File: src/rtl/pad_bank_pkg.sv
// pad_bank_pkg: shared types and default parameters for the pad bank controller
package pad_bank_pkg;

    typedef enum logic {
        PULL_DN = 1'b0,
        PULL_UP = 1'b1
    } pull_t;

    localparam int NCH_DEF         = 8;
    localparam int PULL_CYCLES_DEF = 16;
    localparam int CONF_W_DEF      = 8;

    // Storage width of the settle counter; PULL_CYCLES must fit below 2**CNT_MAX_W
    localparam int CNT_MAX_W = 16;

    typedef struct packed {
        logic                 last;
        logic [CNT_MAX_W-1:0] cnt;
        pull_t                pull_q;
    } chan_state_t;

endpackage

File: src/rtl/pad_pull_chan.sv
// pad_pull_chan: one pad's resolved level, keeper and pull settle counter
module pad_pull_chan
    import pad_bank_pkg::*;
#(
    parameter int PULL_CYCLES = PULL_CYCLES_DEF,
    parameter int CNT_W       = $clog2(PULL_CYCLES + 1)
) (
    input  logic clk,
    input  logic rst,
    input  logic i,
    input  logic oen,
    input  logic ren,
    input  logic pull_up,
    input  logic pad_i,
    input  logic pad_ext_drv,
    output logic res
);

    localparam logic [CNT_W-1:0] SAT = CNT_W'(PULL_CYCLES);

    chan_state_t st, st_n;
    logic        pend;
    logic        done;

    // Resolve the pad level; a floating pad keeps its last level until the pull has settled
    always_comb begin
        pend      = oen & ~pad_ext_drv & ~ren & (st.last != pull_up);
        done      = st.cnt == CNT_MAX_W'(SAT);
        res       = !oen ? i : pad_ext_drv ? pad_i : (ren | !done) ? st.last : pull_up;
        st_n.last   = res;
        st_n.pull_q = pull_t'(pull_up);
        st_n.cnt    = (pend && pull_up == st.pull_q) ? (done ? st.cnt : st.cnt + CNT_MAX_W'(1)) : '0;
    end

    // Keeper level, settle counter and previous pull selection
    always_ff @(posedge clk) begin
        if (rst)
            st <= '0;
        else
            st <= st_n;
    end

endmodule

File: src/rtl/pad_bank_ctrl.sv
// pad_bank_ctrl: NCH-channel pad controller with pulls, conflict tracking and differential pairs
module pad_bank_ctrl
    import pad_bank_pkg::*;
#(
    parameter int NCH         = NCH_DEF,
    parameter int PULL_CYCLES = PULL_CYCLES_DEF,
    parameter int CNT_W       = $clog2(PULL_CYCLES + 1),
    parameter int CONF_W      = CONF_W_DEF
) (
    input  logic              clk,
    input  logic              rst,
    input  logic [NCH-1:0]    i,
    input  logic [NCH-1:0]    oen,
    input  logic [NCH-1:0]    ren,
    input  logic [NCH-1:0]    pull_up,
    input  logic [NCH-1:0]    ie,
    input  logic [NCH/2-1:0]  lvds_en,
    input  logic [NCH-1:0]    pad_i,
    input  logic [NCH-1:0]    pad_ext_drv,
    input  logic              conflict_clr,
    output logic [NCH-1:0]    pad_o,
    output logic [NCH-1:0]    pad_oe,
    output logic [NCH-1:0]    c,
    output logic [NCH-1:0]    pad4lvds,
    output logic [NCH-1:0]    conflict,
    output logic [CONF_W-1:0] conflict_cnt
);

    logic [NCH-1:0]   res;
    logic [NCH-1:0]   conf_now;
    logic [NCH-1:0]   c_n;
    logic [NCH/2-1:0] diff, diff_n;

    assign pad_o  = i;
    assign pad_oe = ~oen;

    for (genvar g = 0; g < NCH; g++) begin : g_ch
        pad_pull_chan #(
            .PULL_CYCLES(PULL_CYCLES),
            .CNT_W      (CNT_W)
        ) u_chan (
            .clk        (clk),
            .rst        (rst),
            .i          (i[g]),
            .oen        (oen[g]),
            .ren        (ren[g]),
            .pull_up    (pull_up[g]),
            .pad_i      (pad_i[g]),
            .pad_ext_drv(pad_ext_drv[g]),
            .res        (res[g])
        );
    end

    // Conflict detection, differential hysteresis and next receive data
    always_comb begin
        conf_now = ~oen & pad_ext_drv & (i ^ pad_i);
        for (int k = 0; k < NCH / 2; k++) begin
            diff_n[k]    = lvds_en[k] ? ((res[2*k] != res[2*k+1]) ? res[2*k] : diff[k]) : 1'b0;
            c_n[2*k]     = lvds_en[k] ? (res[2*k] & ie[2*k]) | diff_n[k] : res[2*k] & ie[2*k];
            c_n[2*k+1]   = lvds_en[k] ? 1'b0 : res[2*k+1] & ie[2*k+1];
        end
    end

    // Registered receive data, resolved pad level and differential state
    always_ff @(posedge clk) begin
        if (rst) begin
            c        <= '0;
            pad4lvds <= '0;
            diff     <= '0;
        end else begin
            c        <= c_n;
            pad4lvds <= res;
            diff     <= diff_n;
        end
    end

    // Sticky conflict flags and saturating conflict-cycle count; a same-cycle conflict beats clear
    always_ff @(posedge clk) begin
        if (rst) begin
            conflict     <= '0;
            conflict_cnt <= '0;
        end else if (conflict_clr) begin
            conflict     <= conf_now;
            conflict_cnt <= CONF_W'(|conf_now);
        end else begin
            conflict <= conflict | conf_now;
            if (|conf_now && !(&conflict_cnt))
                conflict_cnt <= conflict_cnt + CONF_W'(1);
        end
    end

endmodule

File: config.mk
export PLATFORM = sky130hd
export DESIGN_NAME = pad_bank_ctrl
export DESIGN_NICKNAME = d
export VERILOG_FILES = /design/src/rtl/pad_bank_pkg.sv /design/src/rtl/pad_pull_chan.sv /design/src/rtl/pad_bank_ctrl.sv
export SDC_FILE = /design/constraint.sdc
export NUM_CORES = 1
export LEC_CHECK = 0
export ABC_AREA = 1
export BUFFER_PORTS_ARGS = -buffer_cell sky130_fd_sc_hd__buf_2
export CAP_MARGIN = 20
export CORE_AREA = 2 2 136 138
export CTS_CLUSTER_DIAMETER = 150
export CTS_CLUSTER_SIZE = 28
export DETAILED_ROUTE_END_ITERATION = 16
export DIE_AREA = 0 0 138 140
export HOLD_SLACK_MARGIN = 0.15
export PLACE_DENSITY = 0.71
export SLEW_MARGIN = 20
export SYNTH_ARGS = -nofsm -noshare
export SYNTH_HDL_FRONTEND = slang
export SYNTH_SLANG_ARGS = --single-unit
File: constraint.sdc
create_clock -name clk -period 1.46 [get_ports clk]
set_input_delay 0.292 -clock clk [delete_from_list [all_inputs] [get_ports clk]]
set_output_delay 0.292 -clock clk [all_outputs]
set_load 0.01 [all_outputs]
Word level (Yosys, flattened, before mapping)
Index checks and enable logic that the tools add are counted.
{"block": "totals", "register_bits": 180, "input_bits": 63, "output_inout_bits": 48, "elab_cells": 217}
{"block": "op_classes", "addsub": 9, "n_eq_ne": 28, "mux": 39, "n_bitwise": 73, "reduce_logical": 34}
{"operator": "16-bit by 1-bit adder with 16-bit output (second input constant)", "n": 8}
{"operator": "16-bit by 5-bit equality test with 1-bit output (second input constant)", "n": 8}
{"operator": "1-bit two-way mux", "n": 38}
{"operator": "1-bit bitwise AND", "n": 32}
{"operator": "2-bit OR reduction", "n": 13}
{"operator": "1-bit inverter", "n": 24}
{"operator": "8-bit bitwise AND", "n": 2}
{"operator": "1-bit != test", "n": 12}
{"operator": "1-bit OR", "n": 12}
{"operator": "1-bit logical AND", "n": 9}
{"operator": "1-bit logical NOT", "n": 9}
{"operator": "8-bit by 1-bit adder with 8-bit output (second input constant)", "n": 1}
{"operator": "1-bit equality test", "n": 8}
{"operator": "8-bit two-way mux", "n": 1}
{"operator": "8-bit inverter", "n": 1}
{"operator": "8-bit OR", "n": 1}
{"operator": "8-bit AND reduction", "n": 1}
{"operator": "8-bit OR reduction", "n": 1}
{"operator": "8-bit bitwise XOR", "n": 1}
{"operator": "2-bit nonzero test", "n": 1}

Depth between registers and ports, before layout
{"block": "depth", "depth_word": 11, "depth_mapped": 12, "mapped_depth_nobuf": 12}

By module
A second synthesis with hierarchy kept.
{"block": "hier_totals", "cells_unflattened": 1297, "area_unflattened_um2": 8878.5}
{"module": "pad_pull_chan", "n_inst": 8, "cells_each": 133, "area_each_um2": 905.9}
{"module": "pad_bank_ctrl", "n_inst": 1, "cells_each": 233, "area_each_um2": 1631.6}

Least setup slack after synthesis
No wires, ideal clock.
{"block": "synth_path", "path_type": "reg2reg", "start": "reg conflict_cnt[1]", "end": "reg conflict_cnt[0]", "setup_ps": 115, "arrival_ps": 1395, "required_ps": 1345, "setup_slack_ps": -50, "stages_incl_launch_ff": 8, "n_path_buf": 0, "period_less_slack_ps": 1510, "path_cell_list": "dfxtp_1 ha_1 nand4_2 nor2_2 nand2_2 or2_0 a21oi_1 nor2_1"}
{"block": "synth_between", "elab_chain_len": 4}
{"element": "from (decl)", "line_no": "pad_bank_ctrl.sv:26", "rtl": "output logic [CONF_W-1:0] conflict_cnt"}
{"element": "from (signal assigned)", "line_no": "pad_bank_ctrl.sv:84", "rtl": "conflict_cnt <= CONF_W'(|conf_now);"}
{"element": "from (signal assigned)", "line_no": "pad_bank_ctrl.sv:88", "rtl": "conflict_cnt <= conflict_cnt + CONF_W'(1);"}
{"element": "8-bit AND reduction", "line_no": "pad_bank_ctrl.sv:87", "rtl": "if (|conf_now && !(&conflict_cnt))"}
{"element": "1-bit logical NOT", "line_no": "pad_bank_ctrl.sv:87"}
{"element": "1-bit logical AND", "line_no": "pad_bank_ctrl.sv:87"}
{"element": "2-bit nonzero test (no line)"}
Every way passes these cells.
A chain may end at the register's enable or synchronous reset.

Final worst setup path
{"block": "layout_path", "start": "reg g_ch[5].u_chan.st[2] (netlist bit)", "end": "reg g_ch[5].u_chan.st[15] (netlist bit)"}
{"block": "layout_between", "elab_chain_len": 1}
{"element": "from (decl)", "line_no": "pad_pull_chan.sv:21", "rtl": "chan_state_t st, st_n;"}
{"element": "from (signal assigned)", "line_no": "pad_pull_chan.sv:40", "rtl": "st <= st_n;"}
{"element": "16-bit by 1-bit adder with 16-bit output / 16-bit by 5-bit equality test with 1-bit output (equally long branches)", "line_no": "pad_pull_chan.sv:32, pad_pull_chan.sv:28"}
Several ways; a longest one is shown, not always the timed one.

==> results.txt <==
Cell variety after synth - 45
Design Area, Final - 12,600 um^2
Critical path class - flip-flop to flip-flop
Post-synth EDFFs - 0
Static Leak - 5.46 nW
Worst EP arrival - 1940 ps
Placed inst area - 10,400 um^2
Die Width - 138 um
Reg2reg path depth - 10
Syn Area/Cell - 7.13 um^2
Failing checks - negative setup slack
Crit path capture type - flip-flop
Synth Register Bits - 172
Crit path launch type - flip-flop
Drt pass-1 iters - 5
Clock Path Buffers - 2
Hold Crit Class - primary input to flip-flop
Via/cell ratio - 5.01
Worst Skew - 8.91 ps
Root Buffer - clkbuf_16
Sequential share of the synthesized area - 40.1%
Mapped Area - 8580 um^2
FMAX - 0.617 GHz
Final setup vio count - 31
Hold Startpoint - rst
Count leader, synth - nand2_1
Met2 GRT Util - 37.9%
Drt total wl - 23.5 mm
Endpoints failing hold - 0
Worst EP required - 1780 ps
Synth area leaders - dfxtp_1 40%, nand2_1 8.3%, inv_1 7.8%
Detail Placement HPWL - 15.5 mm
Worst slew pin tran - 484 ps
Area growth syn-to-layout - 47.0%
Core footprint - 17,800 um^2
Biggest area consumer among synthesized cells - dfxtp_1
CTS HTree Levels - 4
Peak VDD IR - 905 uV
WHS - 202 ps
Reg2Reg Capture Point - g_ch[5].u_chan.st[15]
Synth Instances - 1,204
Row Count - 49
Slew margin rel. - 67.5%
CTS tree - built
Worst r2r src - g_ch[5].u_chan.st[2]
All-Layer GR Usage - 21.3%
Routed Antenna Nets - 0
Die area - 19,300 um^2
Max_cap viols - 0
DR vias - 8,855
Vias in the first global route - 7,996
Hold path depth - 2
Crit-path max FO - 3
I/O pin total - 111
ANT cells - 0
Overall Power - 9.85 mW
PortBufs - 110
Worst-Skew Late Latency - 430 ps
Antenna violations before repair - 0
Commonest cells post-synth - 190 x nand2_1, 178 x inv_1, 172 x dfxtp_1
# DRC - 0
Outcome - finished, violations left
Wire per inst - 13.3 um
Initial DRC Count - 354
RSZ-0062 raised after global routing - true
Final worst slack - -160 ps
Post-synth top area share - 40.1%
M1 GR Usage - 25.9%
Die Y - 140 um
Final RePlAce weighted congestion - 0.869
Critical Path Start - g_ch[5].u_chan.st[2]
Largest net degree at the start of global routing - 17
Num CTS Buffers - 17
Hold endpoint - g_ch[7].u_chan.st[0]
Final Cycle Share - 111%
Crit path time final - 1620 ps
Remaining global-route overflow - 0
Pwr Density - 781 nW/um^2
Gr busiest metal - met2
Syn nets - 1,284
Async SR Flop Fraction - 0%
Reg-to-reg slack, setup - -160 ps
Grt met3 use - 4.79%
Clk pin slew, worst setup/hold paths - 70 ps
Nets - 1,605
Clock Sinks - 172
Share of layout cells above drive strength 1 - 40.2%
Initial Utilization - 48.3%
Max-slew violation count - 0
Setup TNS - -1820 ps
First-pass GRT wire length - 34.7 mm
Prevailing post-synth register cell - dfxtp_1
Syn. warnings - 0
==> through the flow <==
stage | util, % | cells | setup slack [ps]
2_1_floorplan | - | 1204 | 7.34
3_3_place_gp | 58.6 | 1673 | -359
3_5_place_dp | 58.6 | 1673 | -385
4_1_cts | 65.1 | 1741 | -84.1
5_1_grt | 71.0 | 1767 | -240
6_report | 71.0 | 1767 | -160
==> worst max-delay path by stage <==
| stage | slack, ps | to | depth (start not counted) |
|---|---|---|---|
| floorplan | 7 | g_ch[3].u_chan.st[15] | 12 |
| global placement | -360 | c[2] | 11 |
| detailed placement | -390 | c[2] | 11 |
| CTS | -80 | g_ch[1].u_chan.st[13] | 10 |
| global route | -240 | g_ch[5].u_chan.st[15] | 10 |
| finish | -160 | g_ch[5].u_chan.st[15] | 10 |
==> metal layers <==
metal / wire (um) / vias to the layer above
met5: 0 / -
met1: 10100 / 4114
met2: 12200 / 153
li1: - / 4556
met3: 766 / 32
met4: 408 / 0
==> registers in the layout, indices dropped and copies added (netlist names) <==
signal	cells
g_ch.u_chan.st	136
c	8
pad4lvds	8
conflict_cnt	8
conflict	8
diff	4
==> power breakdown <==
group / leakage [nW] / internal (mW) / switching [mW]
Clock: 0.254 / 2.32 / 1.96
Combinational: 3.80 / 0.353 / 0.438
Sequential: 1.41 / 4.73 / 0.0458
Total: 5.46 / 7.41 / 2.44
==> cell type report <==
class | count | area [um^2]
clock buffer | 20 | 467
sequential | 172 | 3510
clock inverter | 12 | 88.8
fill | 1387 | 5160
timing repair buffer | 330 | 2350
tap | 229 | 287
inverter | 194 | 751
multi-input combinational | 810 | 5160
==> critical path, cell delays in order (launching register included) <==
cell and delay [ps]:
dfxtp_4 390, ha_4 160, nand3_4 80, nor3_4 150, nand2_1 100, nor2_1 150, inv_2 80, nor2_4 140
inv_2 60, o21ai_1 140, a21oi_1 70
==> cells by family after synthesis <==
logic type / count (synthesis) / share of synthesized area, %
buffers and inverters: 222 / 10.6
adders and majority gates: 17 / 2.48
xor gates and xnor gates: 8 / 0.816
DFF: 172 / 40.1
and+or+nand+nor: 533 / 30.3
AOI/OAI and AO/OA: 252 / 15.7
==> cells in the final DEF, fill, tap and decap left out, types with 17 or more instances in the layout <==
master	n
a21oi_1	112
buf_2	109
buf_4	177
buf_6	24
clkbuf_16	17
dfxtp_1	141
dfxtp_2	18
dlygate4sd3_1	19
inv_1	157
inv_2	28
nand2_1	152
nand2_2	39
nand3_1	42
nand4_1	26
nor2_1	125
nor2_2	24
nor2_4	32
nor3_1	19
o21ai_0	47
o21ai_1	31
==> repair_timing <==
item | in CTS | in global routing
buffers inserted | 16 | 27
setup endpoints to repair | 47 | 94
hold endpoints to repair | 16 | 0
gates resized for setup | 88 | 236
pin swaps | 31 | 107
hold buffers | 20 | 0
cloned | 0 | 1
No activity file was read; power rests on OpenSTA's default activity.
